`config.mk`:
```
export PLATFORM = sky130hd
export DESIGN_NAME = spoofer_stream_gen
export DESIGN_NICKNAME = d
export VERILOG_FILES = /design/src/rtl/spoofer_pkg.sv /design/src/rtl/spoofer_chan_counter.sv /design/src/rtl/spoofer_stream_gen.sv
export SDC_FILE = /design/constraint.sdc
export NUM_CORES = 1
export LEC_CHECK = 0
export ABC_AREA = 1
export CORE_MARGIN = 2
export CORE_UTILIZATION = 55
export DETAILED_ROUTE_END_ITERATION = 8
export MAX_ROUTING_LAYER = met4
export PLACE_DENSITY = 0.76
export SYNTH_ARGS = -nofsm -noshare
export SYNTH_HDL_FRONTEND = slang
export SYNTH_SLANG_ARGS = --single-unit
```
`constraint.sdc`:
```
create_clock -name clk -period 4.3 [get_ports clk]
set_input_delay 0.86 -clock clk [delete_from_list [all_inputs] [get_ports clk]]
set_output_delay 0.86 -clock clk [all_outputs]
set_load 0.01 [all_outputs]
```
`src/rtl/spoofer_pkg.sv`:
```
// Shared types for the Avalon-ST spoofer stream generator.
package spoofer_pkg;

  typedef enum logic [1:0] {
    MODE_COUNT = 2'd0,
    MODE_CONST = 2'd1,
    MODE_STEP  = 2'd2
  } mode_t;

  typedef enum logic [1:0] {
    ST_IDLE  = 2'd0,
    ST_RUN   = 2'd1,
    ST_DRAIN = 2'd2
  } state_t;

endpackage

```
`src/rtl/spoofer_chan_counter.sv`:
```
// Per-channel wrapping counter; advances by inc when inc_en, wraps past MAX_NUM.
module spoofer_chan_counter #(
  parameter int              WIDTH   = 24,
  parameter longint unsigned MAX_NUM = (64'd1 << WIDTH) - 64'd1
) (
  input  logic             clk,
  input  logic             rst_n,
  input  logic             inc_en,
  input  logic [WIDTH-1:0] inc,
  output logic [WIDTH-1:0] count
);

  localparam logic [WIDTH:0] LIM = MAX_NUM[WIDTH:0];
  localparam logic [WIDTH:0] ONE = {{WIDTH{1'b0}}, 1'b1};

  // One extra bit so the overflow past MAX_NUM is visible before wrapping.
  logic [WIDTH:0] sum;
  assign sum = {1'b0, count} + {1'b0, inc};

  always_ff @(posedge clk or negedge rst_n) begin
    if (!rst_n)      count <= '0;
    else if (inc_en) count <= (sum > LIM) ? WIDTH'(sum - LIM - ONE) : sum[WIDTH-1:0];
  end

endmodule

```
`src/rtl/spoofer_stream_gen.sv`:
```
// Multi-channel Avalon-ST packet generator: round-robin channels, per-channel
// counting data (COUNT/STEP) or a constant word (CONST), fixed-length packets.
module spoofer_stream_gen
  import spoofer_pkg::*;
#(
  parameter int              WIDTH   = 24,
  parameter int              DATA_W  = 32,
  parameter int              NUM_CH  = 4,
  parameter int              PKT_LEN = 16,
  parameter longint unsigned MAX_NUM = (64'd1 << WIDTH) - 64'd1
) (
  input  logic                                          clk,
  input  logic                                          rst_n,
  input  logic                                          en,
  input  logic [1:0]                                    mode,
  input  logic [WIDTH-1:0]                              step,
  input  logic [DATA_W-1:0]                             const_val,
  input  logic                                          src_ready,
  output logic                                          src_valid,
  output logic [DATA_W-1:0]                             src_data,
  output logic [((NUM_CH > 1) ? $clog2(NUM_CH) : 1)-1:0] src_channel,
  output logic                                          src_sop,
  output logic                                          src_eop,
  output logic                                          busy
);

  localparam int CH_W   = (NUM_CH > 1) ? $clog2(NUM_CH) : 1;
  localparam int BEAT_W = (PKT_LEN > 1) ? $clog2(PKT_LEN) : 1;
  localparam logic [CH_W-1:0]   LAST_CH   = CH_W'(NUM_CH - 1);
  localparam logic [BEAT_W-1:0] LAST_BEAT = BEAT_W'(PKT_LEN - 1);

  state_t              state, state_nxt;
  logic [BEAT_W-1:0]   beat;
  logic [CH_W-1:0]     ch;
  logic [1:0]          mode_q;
  logic [WIDTH-1:0]    step_q;
  logic [DATA_W-1:0]   const_q;

  logic [NUM_CH-1:0][WIDTH-1:0] counts;
  logic [NUM_CH-1:0]            inc_en;
  logic [WIDTH-1:0]             cur_count;

  logic              valid, accept, sop_b, eop_b;
  logic [1:0]        mode_eff;
  logic [WIDTH-1:0]  step_eff, inc;
  logic [DATA_W-1:0] const_eff;

  assign valid  = (state != ST_IDLE);
  assign accept = valid & src_ready;
  assign sop_b  = (beat == '0);
  assign eop_b  = (beat == LAST_BEAT);

  // Config is taken live on the sop beat and frozen for the rest of the packet.
  assign mode_eff  = sop_b ? mode      : mode_q;
  assign step_eff  = sop_b ? step      : step_q;
  assign const_eff = sop_b ? const_val : const_q;
  assign inc       = (mode_eff == MODE_STEP) ? step_eff : WIDTH'(1);

  always_comb begin
    cur_count = '0;
    for (int i = 0; i < NUM_CH; i++)
      if (ch == CH_W'(i)) cur_count = counts[i];
  end

  for (genvar i = 0; i < NUM_CH; i++) begin : g_ch
    assign inc_en[i] = accept && (ch == CH_W'(i)) && (mode_eff != MODE_CONST);
    spoofer_chan_counter #(.WIDTH(WIDTH), .MAX_NUM(MAX_NUM)) u_cnt (
      .clk   (clk),
      .rst_n (rst_n),
      .inc_en(inc_en[i]),
      .inc   (inc),
      .count (counts[i])
    );
  end

  always_comb begin
    state_nxt = state;
    case (state)
      ST_IDLE:  if (en) state_nxt = ST_RUN;
      ST_RUN:
        if (!en) begin
          // An unaccepted sop beat is a clean boundary; anything else must finish.
          if (!accept && sop_b)      state_nxt = ST_IDLE;
          else if (accept && eop_b)  state_nxt = ST_IDLE;
          else                       state_nxt = ST_DRAIN;
        end
      ST_DRAIN: if (accept && eop_b) state_nxt = ST_IDLE;
      default:  state_nxt = ST_IDLE;
    endcase
  end

  always_ff @(posedge clk or negedge rst_n) begin
    if (!rst_n) begin
      state   <= ST_IDLE;
      beat    <= '0;
      ch      <= '0;
      mode_q  <= '0;
      step_q  <= '0;
      const_q <= '0;
    end else begin
      state <= state_nxt;
      if (accept) begin
        if (sop_b) begin
          mode_q  <= mode;
          step_q  <= step;
          const_q <= const_val;
        end
        if (eop_b) begin
          beat <= '0;
          ch   <= (ch == LAST_CH) ? '0 : ch + 1'b1;
        end else begin
          beat <= beat + 1'b1;
        end
      end
    end
  end

  assign src_valid   = valid;
  assign src_data    = !valid ? '0 :
                       (mode_eff == MODE_CONST) ? const_eff : DATA_W'(cur_count);
  assign src_channel = ch;
  assign src_sop     = valid & sop_b;
  assign src_eop     = valid & eop_b;
  assign busy        = valid;

endmodule
```
### Word level (Yosys, flattened, before mapping)

Index checks and enable logic that the tools add are counted.

| word-level totals | value |
|---|---|
| output and inout port bits | 38 |
| input bits | 62 |
| bits in writable memories | 0 |
| register bits | 162 |
| memories kept | 0 |
| logic and storage cells | 82 |
| memory bits (read-only) | 0 |
| latch bits | 0 |

| operators by class | value |
|---|---|
| shift operators | 0 |
| div/mod/pow operators | 0 |
| eq/ne operators | 12 |
| $mul | 0 |
| reduce and logical (&&, ||, !) cells | 17 |
| $lt $le $gt $ge | 4 |
| muxes and demuxes | 22 |
| bitwise logic cells | 3 |
| add/sub/neg operators | 14 |

Operators by type and width:

| kind | number |
|---|---|
| $mux W24 | 10 |
| $add A24 B24 Y25 | 4 |
| $gt A25 B24 Y1 const B | 4 |
| $mux W32 | 3 |
| $sub A24 B1 Y24 const B | 4 |
| $sub A24 B24 Y24 const B | 4 |
| $mux W2 | 7 |
| $logic_and A1 B1 Y1 | 10 |
| $eq A2 B2 Y1 const B | 4 |
| $eq A2 B1 Y1 const B | 3 |
| $ne A2 B2 Y1 const B | 3 |
| $pmux W2 S3 | 1 |
| $add A4 B1 Y4 const B | 1 |
| $eq A4 B4 Y1 const B | 1 |
| $logic_not A2 Y1 | 2 |
| $logic_not A4 Y1 | 1 |
| $mux W4 | 1 |
| $and A1 B1 Y1 | 3 |
| $reduce_and A3 Y1 | 1 |
| $add A2 B1 Y2 const B | 1 |
| $ne A2 B1 Y1 const B | 1 |
| $reduce_and A2 Y1 | 1 |
| $reduce_bool A2 Y1 | 1 |
| $logic_not A1 Y1 | 1 |

### Longest topological paths before layout

Gate-level depths: netlist of run 1.

| logic depth | value |
|---|---|
| word-level depth | 8 |
| gate-level depth with buffers | 22 |
| gate-level depth less buffers | 21 |

### By module

A second synthesis of run 1 with hierarchy kept.

| unflattened totals | value |
|---|---|
| cells, all modules | 2617 |
| area, all modules | 15418.5 um^2 |

By module, submodules not included:

| module | times used | cells an instance | seq. area each (um^2) | area an instance (um^2) |
|---|---|---|---|---|
| spoofer_chan_counter (g_ch[0].u_cnt ...) | 3 | 441 | 600.6 | 2600.0 |
| spoofer_stream_gen | 1 | 849 | 1651.6 | 5034.8 |
| spoofer_chan_counter (g_ch[1].u_cnt) | 1 | 445 | 600.6 | 2583.7 |

### Worst setup path before layout of run 1

Ideal clock, no wire load.

| timing | value |
|---|---|
| path kind | in2reg |
| start point | in mode[0] |
| end point | reg g_ch[2].u_cnt.count[19] |
| setup slack | 1.014 ns |
| data required time | 4.218 ns |
| path buffers | 1 |
| setup time | 0.082 ns |
| cell stages on the path | 13 |
| arrival | 3.204 ns |
| cells stage by stage | nand3b_1 > nand2_4 > nand2_4 > clkbuf_1 > nor2_1 > ha_1 > a21oi_1 > nor2_1 > nor2_1 > o21ai_0 > a221oi_1 > nand3_1 > a31oi_1 |

| between the ends | value |
|---|---|
| cells in the longest elaborated chain, start to end | 7 |
| elaborated cells on any way between the ends | 10 |
| those cells by class | add/sub (3); order compare (1); eq/ne (2); mux (3); reduce/logical (1) |

RTL lines:

| element | line | RTL |
|---|---|---|
| from (decl) | spoofer_stream_gen.sv:15 | `input logic [1:0] mode,` |
| $mux W2 * | n/a |  |
| $eq A2 B2 Y1 | spoofer_stream_gen.sv:57 | `assign inc = (mode_eff == MODE_STEP) ? step_eff : WIDTH'(1);` |
| $mux W24 | spoofer_stream_gen.sv:57 |  |
| $add A24 B24 Y25 | spoofer_chan_counter.sv:18 | `assign sum = {1'b0, count} + {1'b0, inc};` |
| $sub A24 B24 Y24 | spoofer_chan_counter.sv:22 | `else if (inc_en) count <= (sum > LIM) ? WIDTH'(sum - LIM - ONE) : sum[WIDTH-1:0];` |
| $sub A24 B1 Y24 | spoofer_chan_counter.sv:22 |  |
| $mux W24 | spoofer_chan_counter.sv:22 |  |
| to (signal assigned) | spoofer_chan_counter.sv:22 |  |
| to (decl) | spoofer_chan_counter.sv:10 | `output logic [WIDTH-1:0] count` |

Every way passes the cells marked *; elsewhere a longest branch is shown, timed or not.
A chain may end at the register's enable or synchronous reset.

### Worst setup path in the final report of run 1

| timing | value |
|---|---|
| start point | reg beat[0] |
| end point | out src_data[22] |

| between the ends | value |
|---|---|
| cells in the longest elaborated chain, start to end | 5 |
| elaborated cells on any way between the ends | 6 |
| those cells by class | eq/ne (1); mux (4); reduce/logical (1) |

RTL lines:

| element | line | RTL |
|---|---|---|
| from (decl) | spoofer_stream_gen.sv:33 | `logic [BEAT_W-1:0] beat;` |
| from (signal assigned) | spoofer_stream_gen.sv:112 | `beat <= beat + 1'b1;` |
| $logic_not A4 Y1 * | spoofer_stream_gen.sv:50 | `assign sop_b = (beat == '0);` |
| $mux W2 | n/a |  |
| $eq A2 B1 Y1 | spoofer_stream_gen.sv:120 | `(mode_eff == MODE_CONST) ? const_eff : DATA_W'(cur_count);` |
| $mux W32 * | spoofer_stream_gen.sv:120 |  |
| $mux W32 * | spoofer_stream_gen.sv:119 | `assign src_data = !valid ? '0 :` |
| to (decl) | spoofer_stream_gen.sv:20 | `output logic [DATA_W-1:0] src_data,` |

Marks and branches as above.

==> run summary, run 1 <==
Starting Density -> 55.9%
Mapped Avg Cell Area -> 6.89 um2
Worst Tran Pin Value -> 0.971 ns
Dominant delay contributor by cell family on the critical path -> buffers and inverters
CTS tree -> built
CTS sink count -> 162
Wire per inst -> 20.6 um
Switching Share -> 51.6%
Routed via count -> 14600
Number of global-route vias before repair -> 13400
VDD IR max -> 320 uV
Setup ws final -> 0.149 ns
Setup bufs post-CTS -> 3
Post_cts resized -> 0
Unique masters post-synth -> 49
Synth warn -> 0
Startpoint types -> flip-flop
Max-slew violations -> 0
Number of enable flip-flop cells after synthesis -> 0
Post-place setup slack -> 0.145 ns
Clock latency on the worst-skew pair -> 0.45 ns
DP HPWL -> 38000 um
CTS H-tree lvls -> 4
Largest net degree at the start of global routing -> 100
Slowest stage cell, crit path -> clkdlybuf4s50_1
Final non-filler cell area -> 15700 um2
Drt pass-1 iters -> 7
Final wirelength -> 49800 um
Worst EP arrival -> 3.29 ns
Final Cycle Share -> 96.5%
Setup tns final -> 0 ns
Post-synth net total -> 2122
Critical path class -> flip-flop to output port
Clk buf depth -> 2
Clock power share -> 15.7%
Area growth, synth to finish -> 16.2%
All-Layer GR Usage -> 39.3%
Pwr dens -> 668 nW/um2
Fin crit period -> 4.15 ns
RSZ-0062 raised after global routing -> no
Placeable Area -> 24200 um2
Top cell type's share of synthesized area -> 29.9%
Internal Power -> 5.09 mW
Dpl cell area -> 15100 um2
Mapped Area -> 13500 um2
Seq/Total Area, Yosys -> 29.9%
I/O pin count -> 100
Max Cap Viol -> 0
Post-route insts no fill -> 2411
Synth Flop Type -> dfrtp_1
Top post-synthesis cells by area -> dfrtp_1, nand2_1, ha_1
Overflow after GRT -> 0
LEAKAGE -> 7.82 nW
Drt first-iter violations -> 1454
Gate power share -> 59.9%
Post-CTS Hold Fix Bufs -> 0
Clock slew at reported path FFs -> 0.08 ns
Crit path buffers/inverters -> 4
FF+latch count, synth -> 162
DIE HEIGHT -> 161 um
Run status -> complete, no violations
Global-route wire length before repair -> 75700 um
Slowest cell delay on critical path -> 0.61 ns
CP cell instances -> inv_1 > ha_1 > nand2_4 > nand2_2 > nand2_4 > nor2_4 > buf_12 > buf_12 > a21oi_1 > a221oi_1 > clkdlybuf4s50_1
Ys async rst share -> 100%
Die Wd -> 161 um
Headroom to the max-slew limit -> 35.2%
Hold slack -> 0.489 ns
Initial antenna violation count -> 1
Post-DR vias/cell -> 6.06
Layout cells sized above 1 -> 6.71%
Final Skew -> 0.0129 ns
Placed insts -> 2374
Worst endpoint required time -> 3.44 ns
Max Fclk -> 241 MHz
I/O Buffers -> 99
# DRC -> 0
NetSw -> 5.42 mW
CTS Root Cell -> clkbuf_16
Synth Instances -> 1966
Post-synth top area cell -> dfrtp_1
Setup Viol. Count Final -> 0
Layout Nets -> 2228
Die footprint -> 25900 um2
Sequential Power Share -> 24.4%
Final hold violations -> 0
CP endpoint kind -> output port
Max FO, Critical Path -> 33
GP Congestion -> 0.999
Number of buffers created by CTS -> 17
Antenna Nets Post-Route -> 0
Worst hold path type -> flip-flop to flip-flop
Core Rows -> 57
[registers in the layout (all words and copies together) (netlist names)]
name	cells
const_q	32
src_channel	2
step_q	24
beat	4
state	2
mode_q	2
g_ch.u_cnt.count	96
[tightest hold or removal path, stage by stage (launching register included)]
cell and delay, ns:
dfrtp_1 0.35, nand2_1 0.05, o21ai_0 0.05
[power by group through the flow]
| stage | combinational [mW] | clock, mW | sequential (mW) |
|---|---|---|---|
| floorplan | 4.01 | 0 | 2.40 |
| global placement | 5.98 | 0 | 2.56 |
| detailed placement | 6.09 | 0 | 2.58 |
| CTS | 6.16 | 1.66 | 2.55 |
| global route | 6.84 | 1.72 | 2.61 |
| finish | 6.30 | 1.65 | 2.56 |
[synth_stat cells, types with 11 or more instances]
| master | instances |
|---|---|
| nand2_1 | 541 |
| inv_1 | 165 |
| nor2_1 | 163 |
| dfrtp_1 | 162 |
| o21ai_0 | 155 |
| a21oi_1 | 151 |
| nand3_1 | 139 |
| ha_1 | 94 |
| mux2i_1 | 53 |
| clkbuf_1 | 34 |
| a31oi_1 | 28 |
| nor3_1 | 27 |
| nand4_1 | 24 |
| a211oi_1 | 23 |
| buf_2 | 22 |
| nand3b_1 | 21 |
| nand2_2 | 18 |
| a221oi_1 | 16 |
| nor4_1 | 15 |
| o21a_1 | 11 |
| o21ai_1 | 11 |
[path summary, 6_finish.rpt]
check,from,cells past startpoint,slack [ns],end
max,beat[0],11,0.15,src_data[22]
min,step_q[1],2,0.49,step_q[1]
max reg2reg,beat[0],15,0.46,g_ch[1].u_cnt.count[22]
min reg2reg,step_q[1],2,0.49,step_q[1]
max in group asynchronous,rst_n,2,2.85,g_ch[2].u_cnt.count[9]
min in group asynchronous,rst_n,1,0.53,step_q[6]
[logic make-up after synthesis]
family,after synthesis,synth area share [%]
XOR/XNOR,20,1.29
adder cells (fa/ha/maj),94,8.68
AO/OA/AOI/OAI,428,18.0
multiplexers,53,3.92
AND/OR/NAND/NOR,980,31.6
buffers and inverters,229,6.58
flip-flops,162,29.9
[cells in the final DEF (no fill, tap or decap), drive strengths merged, types with 23 or more instances in the layout]
master / Yosys / layout
a211oi: 23 / 23
a21oi: 151 / 151
a31oi: 28 / 28
buf: 27 / 50
clkdlybuf4s50: 0 / 98
dfrtp: 162 / 162
ha: 94 / 94
inv: 167 / 173
mux2i: 53 / 53
nand2: 564 / 564
nand3: 143 / 143
nand4: 24 / 24
nor2: 169 / 169
nor3: 32 / 32
o21ai: 174 / 174
[per-layer routing]
layer | share of wire [%] | wire [um] | track usage (%) | up-vias
met4 | 5.5 | 2720 | 18.8 | 0
met5 | 0 | 0 | - | -
li1 | - | - | - | 6928
met1 | 42 | 20800 | 50.5 | 6811
met2 | 44 | 22000 | 60.7 | 741
met3 | 8.6 | 4260 | 6.48 | 134
[area by class of cell]
cell class	count	area [um2]
Multi-Input combinational cell	1575	8620
Sequential cell	162	4050
Antenna cell	2	5.00
Clock inverter	15	206
Tap cell	324	405
Clock buffer	17	425
Timing Repair Buffer	148	1400
Fill cell	2177	8510
Inverter	168	631
[metrics by stage]
| stage | utilization (%) | total power, mW |
|---|---|---|
| finish | 64.9 | 10.5 |
| global route | 64.9 | 11.2 |
| CTS | 64.9 | 10.4 |
| detailed placement | 62.2 | 8.66 |
| global placement | 62.2 | 8.54 |
| floorplan | - | 6.41 |
(Power assumes the default switching activity.)
==> run 2: changes to the inputs <==
- CELL_PAD_IN_SITES_DETAIL_PLACEMENT: not set -> 1
- CELL_PAD_IN_SITES_GLOBAL_PLACEMENT: not set -> 1
- CORE_UTILIZATION: 55 -> 44
- PLACE_DENSITY: 0.76 -> not set
- PLACE_DENSITY_LB_ADDON: not set -> 0.1
==> run 2 against run 1 <==
Routed wire length increased by 11%. Worst hold slack got worse by 0.12 ns. Non-clock buffer count decreased by 2. Critical path type unchanged. Largest cell class unchanged.
==> run summary, run 2 (synthesis gave the netlist of run 1 again) <==
Die Wd -> 179 um (+12%)
Commonest cells after routing, fill and taps aside -> nand2_1, inv_1, nor2_1, dfrtp_1, o21ai_0
Number of global-route vias before repair -> 14900 (+11%)
Global-route wire length before repair -> 85900 um (+13%)
Worst Tran Pin Value -> 1.13 ns (+0.157 ns)
Final wirelength -> 55300 um (+11%)
Gate power share -> 61.1% (+1.2 points)
Max Cap Viol -> 0 (unchanged)
Critical path class -> flip-flop to output port
Top sig layer -> met4
VDD IR max -> 307 uV (-4.2%)
Routed via count -> 14500 (-0.71%)
Starting Density -> 44.5% (-11 points)
Slowest cell delay on critical path -> 0.62 ns (about the same)
Overflow after GRT -> 0 (unchanged)
Run status -> complete, no violations
CTS Root Cell -> clkbuf_16
Initial antenna violation count -> 0 (-1)
Pwr dens -> 673 nW/um2 (+0.83%)
Number of diodes -> 0 (-2)
Post-Route M1 WL -> 24300 um (+17%)
I/O Buffers -> 99 (unchanged)
Worst hold path type -> primary input to async pin
Most used cell, CP -> nand2_4
Fin crit period -> 4.24 ns (+0.0895 ns)
Met2 WL -> 25500 um (+16%)
Layout cells sized above 1 -> 6.82% (+0.10 points)
Clk buf depth -> 2 (unchanged)
CP cell instances -> inv_1 > ha_2 > nand2_4 > nand2_2 > nand2_4 > buf_4 > nor2_4 > buf_12 > a21oi_1 > a221oi_1 > clkdlybuf4s50_1
Area growth, synth to finish -> 16.5%
Wire per inst -> 22.3 um (+8.1%)
Headroom to the max-slew limit -> 24.5% (-11 points)
Startpoint types -> flip-flop
Max FO, Critical Path -> 45 (+36%)
Drt first-iter violations -> 893 (-39%)
DIE HEIGHT -> 179 um (+12%)
Final Cycle Share -> 98.6% (+2.1 points)
CP endpoint kind -> output port
Post-DR vias/cell -> 5.85 (-3.4%)
Max Fclk -> 236 MHz (-2.1%)
GP Congestion -> 0.973 (-2.7%)
Worst endpoint required time -> 3.44 ns (about the same)
NetSw -> 5.49 mW (+1.2%)
Hold slack -> 0.372 ns (-0.117 ns)
Largest register by flop count -> g_ch.u_cnt.count
Slowest stage cell, crit path -> clkdlybuf4s50_1
Antenna Nets Post-Route -> 0 (unchanged)
Final Skew -> 0.0121 ns (-0.000751 ns)
Number of buffers created by CTS -> 17 (unchanged)
Setup Viol. Count Final -> 0 (unchanged)
Worst r2r src -> beat[0]
Final hold violations -> 0 (unchanged)
Drt pass-1 iters -> 5 (-2)
Setup ws final -> 0.0591 ns (-0.0895 ns)
Biggest regs -> g_ch.u_cnt.count: 96 flops, const_q: 32 flops, step_q: 24 flops
I/O pin count -> 100 (unchanged)
Die footprint -> 32200 um2 (+24%)
Layout Nets -> 2226 (-0.090%)
DP HPWL -> 42600 um (+12%)
Clock power share -> 14.9% (-0.8 points)
Largest register FFs -> 96 (unchanged)
Sequential Power Share -> 24.1% (-0.3 points)
Clock latency on the worst-skew pair -> 0.46 ns (about the same)
Commonest non-fill, non-tap cell in the layout -> nand2_1
All-Layer GR Usage -> 35.5% (-3.8 points)
Worst Setup SP -> beat[0]
Length of routed met3 wiring -> 2640 um (-38%)
CTS sink count -> 162 (unchanged)
# DRC -> 0 (unchanged)
CTS tree -> built
CTS H-tree lvls -> 4 (unchanged)
Placeable Area -> 30400 um2 (+25%)
Clock slew at reported path FFs -> 0.07 ns (about the same)
Largest net degree at the start of global routing -> 82 (-18%)
Worst EP arrival -> 3.38 ns (+0.09 ns)
Switching Share -> 51.7% (+0.10 points)
Internal Power -> 5.13 mW (+0.79%)
Max-slew violations -> 0 (unchanged)
LEAKAGE -> 7.79 nW (-0.48%)
Fillers -> 3962 (+82%)
Post-place setup slack -> 0.0463 ns (-0.0989 ns)
Core Rows -> 64 (+12%)
run 2: cell count changes in the layout (fill, tap and decap cells not counted), sizes merged:
cell	delta
diode	-2
clkinv	-6
inv	-1
clkbuf	+3
clkinvlp	+3
bufinv	+1
buf	-2
run 2: final timing paths:
check / end / slack [ns] / cells after the start
max reg2reg: g_ch[2].u_cnt.count[19] / 0.52 / 15
max: src_data[19] / 0.06 / 11
max in group asynchronous: const_q[20] / 2.99 / 2
min in group clk: const_q[26] / 0.49 / 2
min: step_q[13] / 0.37 / 1
min reg2reg: const_q[26] / 0.49 / 2
run 2: critical path, delay by kind of cell (launching register included):
family,cells,cell delay (ns)
fa+ha+maj,1,0.29
flops,1,0.39
buf+inv,4,1.22
simple gates,4,0.54
compound gates,2,0.47
run 2: power by group through the flow:
stage / sequential, mW / combinational (mW) / clock [mW]
after detailed placement: 2.58 / 6.31 / 0
final: 2.56 / 6.49 / 1.58
after CTS: 2.55 / 6.35 / 1.60
after global placement: 2.55 / 6.13 / 0
after global routing: 2.61 / 7.10 / 1.65
after floorplan: 2.40 / 4.01 / 0
run 2: timing repair:
action / CTS / global route
gates cloned: 0 / 0
endpoints found under the setup margin: 2 / 13
buffers inserted: 0 / 2
pin swaps: 0 / 1
hold buffers: 0 / 0
resized for setup: 1 / 6
run 2: metrics by stage:
stage / setup TNS [ns] / instance area [um2] / util [%] / instances / power, mW
2_1_floorplan: 0 / 13500 / - / 1966 / 6.41
3_3_place_gp: 0 / 15200 / 49.8 / 2445 / 8.68
3_5_place_dp: 0 / 15200 / 49.8 / 2445 / 8.89
4_1_cts: 0 / 15700 / 51.7 / 2477 / 10.5
5_1_grt: -0.0379 / 15800 / 51.8 / 2479 / 11.4
6_report: 0 / 15800 / 51.8 / 2479 / 10.6
run 2: layer usage:
metal	GRT usage [%]	up-vias
met5	-	-
met4	17.5	0
met3	6.38	106
met2	56.4	368
met1	43.7	7132
li1	-	6904
run 2: cell type report:
| cell class | instances | area (um2) | share of cell area (%) |
|---|---|---|---|
| multi-input cells | 1575 | 8640 | 54.8 |
| flip-flops and latches | 162 | 4050 | 25.7 |
| repair buffers | 146 | 1370 | 8.71 |
| inverters | 168 | 631 | 4.00 |
| well taps | 396 | 495 | 3.14 |
| clock buffers | 20 | 457 | 2.90 |
| clock inverters | 12 | 121 | 0.770 |
==> run 3: changes to the inputs <==
- CTS_CLUSTER_SIZE: not set -> 25
- RECOVER_POWER: not set -> 50
==> run 3 against run 2 <==
The run now ends with max-capacitance violations, max-slew violations left. Global-route usage did not move. Non-clock buffer count did not move. Combinational power barely moved. Clock skew barely moved. Critical endpoint unchanged. Largest cell class unchanged. Highest routed layer unchanged.
==> run summary, run 3 (synthesis gave the netlist of run 1 again) <==
All-Layer GR Usage -> 35.5% (unchanged)
Slowest stage cell, crit path -> clkdlybuf4s50_1
Largest register by flop count -> g_ch.u_cnt.count
Number of diodes -> 0 (unchanged)
Number of global-route vias before repair -> 14900 (unchanged)
Worst Hold Launch -> state[1]
Area growth, synth to finish -> 16.3% (about the same)
Clock latency on the worst-skew pair -> 0.46 ns (about the same)
Final Cycle Share -> 98.3% (-0.36 points)
Dominant delay contributor by cell family on the critical path -> buffers and inverters
Final wirelength -> 55300 um (about the same)
Antenna Nets Post-Route -> 0 (unchanged)
GRT met3 Usage -> 6.38% (unchanged)
Setup Viol. Count Final -> 0 (unchanged)
Routed via count -> 14500 (-0.041%)
Post-route insts no fill -> 2479 (unchanged)
R2r worst-path depth -> 15 (unchanged)
Max FO, Critical Path -> 45 (unchanged)
CTS H-tree lvls -> 4 (unchanged)
CTS sink count -> 162 (unchanged)
Hold slack -> 0.489 ns (+0.116 ns)
CP cell instances -> inv_1 > ha_2 > nand2_4 > nand2_2 > nand2_4 > buf_4 > nor2_4 > buf_12 > a21oi_1 > a221oi_1 > clkdlybuf4s50_1
Hold EP -> state[0]
Starting Density -> 44.5% (unchanged)
Worst r2r src -> beat[0]
Worst hold path type -> flip-flop to flip-flop
Wire per inst -> 22.3 um (about the same)
Max Fclk -> 237 MHz (+0.37%)
Run status -> complete, but fails checks
Switching Share -> 51.6% (about the same)
LEAKAGE -> 7.78 nW (-0.12%)
DP HPWL -> 42600 um (unchanged)
Placed insts -> 2445 (unchanged)
Failing checks -> max-capacitance violations, max-slew violations
Tot Pwr -> 10.6 mW (about the same)
Initial antenna violation count -> 0 (unchanged)
Pwr dens -> 674 nW/um2 (about the same)
Headroom to the max-slew limit -> -115% (-140 points)
Final Skew -> 0.0124 ns (+0.000275 ns)
Largest net degree at the start of global routing -> 82 (unchanged)
I/O Buffers -> 99 (unchanged)
Die footprint -> 32200 um2 (unchanged)
Post-CTS Hold Fix Bufs -> 0 (unchanged)
Worst Setup SP -> beat[0]
Final Util -> 51.8% (about the same)
Biggest regs -> g_ch.u_cnt.count: 96 flops, const_q: 32 flops, step_q: 24 flops
Drt pass-1 iters -> 5 (unchanged)
Critical R2R Capture -> g_ch[2].u_cnt.count[19]
DIE HEIGHT -> 179 um (unchanged)
Most used cell, CP -> nand2_4
Core Rows -> 64 (unchanged)
Clock power share -> 14.9% (about the same)
Hold path depth -> 1
CTS Root Cell -> clkbuf_16
Layout cells sized above 1 -> 6.72% (-0.096 points)
Sequential Power Share -> 24.1% (about the same)
Worst endpoint required time -> 3.44 ns (about the same)
Clock slew at reported path FFs -> 0.07 ns (about the same)
# DRC -> 0 (unchanged)
Busiest grt layer -> met2
Global-route wire length before repair -> 85900 um (unchanged)
NetSw -> 5.48 mW (-0.13%)
Die Wd -> 179 um (unchanged)
VDD IR max -> 309 uV (+0.60%)
Slowest cell delay on critical path -> 0.61 ns (about the same)
CP endpoint kind -> output port
Max-slew violations -> 55 (+55)
Internal Power -> 5.13 mW (about the same)
Fillers -> 3964 (+0.050%)
Largest register FFs -> 96 (unchanged)
Critical path class -> flip-flop to output port
Worst EP arrival -> 3.37 ns (about the same)
Max Cap Viol -> 1 (+1)
GP Congestion -> 0.973 (unchanged)
Layout Nets -> 2226 (unchanged)
Number of buffers created by CTS -> 17 (unchanged)
Drt first-iter violations -> 949 (+6.3%)
CTS tree -> built
Met2 Usage GRT -> 56.4% (unchanged)
Placeable Area -> 30400 um2 (unchanged)
Post-DR vias/cell -> 5.85 (about the same)
Crit path buffers/inverters -> 4 (unchanged)
Setup ws final -> 0.0747 ns (+0.0156 ns)
Commonest non-fill, non-tap cell in the layout -> nand2_1
FF-to-FF setup slack -> 0.51 ns (about the same)
I/O pin count -> 100 (unchanged)
Post-place setup slack -> 0.0463 ns (unchanged)
Overflow after GRT -> 0 (unchanged)
Fin crit period -> 4.23 ns (-0.0156 ns)
Worst Tran Pin Value -> 3.22 ns (+2.09 ns)
Final hold violations -> 0 (unchanged)
GR Util met1 -> 43.7% (unchanged)
Clk buf depth -> 2 (unchanged)
Startpoint types -> flip-flop
Commonest cells after routing, fill and taps aside -> nand2_1, inv_1, nor2_1, dfrtp_1, o21ai_0
Gate power share -> 61.0% (about the same)
==> run 3: how the worst max path moves through the flow <==
stage | cells past startpoint | end | slack (ns)
floorplan | 13 | g_ch[2].u_cnt.count[19] | 1.01
global placement | 9 | src_data[0] | 0.06
detailed placement | 9 | src_data[0] | 0.05
CTS | 11 | src_data[0] | 0.03
global route | 11 | src_data[12] | -0.02
finish | 11 | src_data[19] | 0.07
==> run 3: power groups by stage <==
| stage | Clock [mW] | Combinational [mW] | Sequential, mW |
|---|---|---|---|
| floorplan | 0 | 4.01 | 2.40 |
| global placement | 0 | 6.13 | 2.55 |
| detailed placement | 0 | 6.31 | 2.58 |
| CTS | 1.60 | 6.35 | 2.55 |
| global route | 1.65 | 7.09 | 2.61 |
| finish | 1.58 | 6.48 | 2.56 |
==> run 3: per-stage QoR <==
step	setup TNS [ns]	instance area, um2
global route	-0.0379	15800
global placement	0	15200
floorplan	0	13500
detailed placement	0	15200
finish	0	15800
CTS	0	15700
==> run 3: what timing repair did <==
action | CTS | global route
endpoints found under the setup margin | 2 | 13
hold endpoints to repair | 0 | 0
pin swaps | 0 | 1
gates cloned | 0 | 0
buffers inserted | 0 | 2
resized for setup | 1 | 6
==> run 3: final cells by class <==
| class | instances | area [um2] | share of cell area (%) |
|---|---|---|---|
| multi-input cells | 1575 | 8630 | 54.8 |
| inverters | 168 | 631 | 4.00 |
| flip-flops and latches | 162 | 4050 | 25.7 |
| clock inverters | 12 | 121 | 0.770 |
| well taps | 396 | 495 | 3.14 |
| clock buffers | 20 | 457 | 2.90 |
| repair buffers | 146 | 1370 | 8.67 |
==> run 3: worst register-to-register path, delay by kind of cell, from the launching register on <==
kind                     cells  cell delay (ns)
flip-flops                   1             0.36
buffers and inverters        4             0.67
adder cells (fa/ha/maj)      2             0.63
multiplexers                 1             0.40
AND/OR/NAND/NOR              4             0.68
AO/OA/AOI/OAI                4             0.98
==> run 3: per-layer routing <==
layer | vias up | share of wire, %
li1 | 6904 | -
met1 | 7115 | 44
met2 | 377 | 46
met3 | 108 | 5.0
met4 | 0 | 5.3
met5 | - | 0
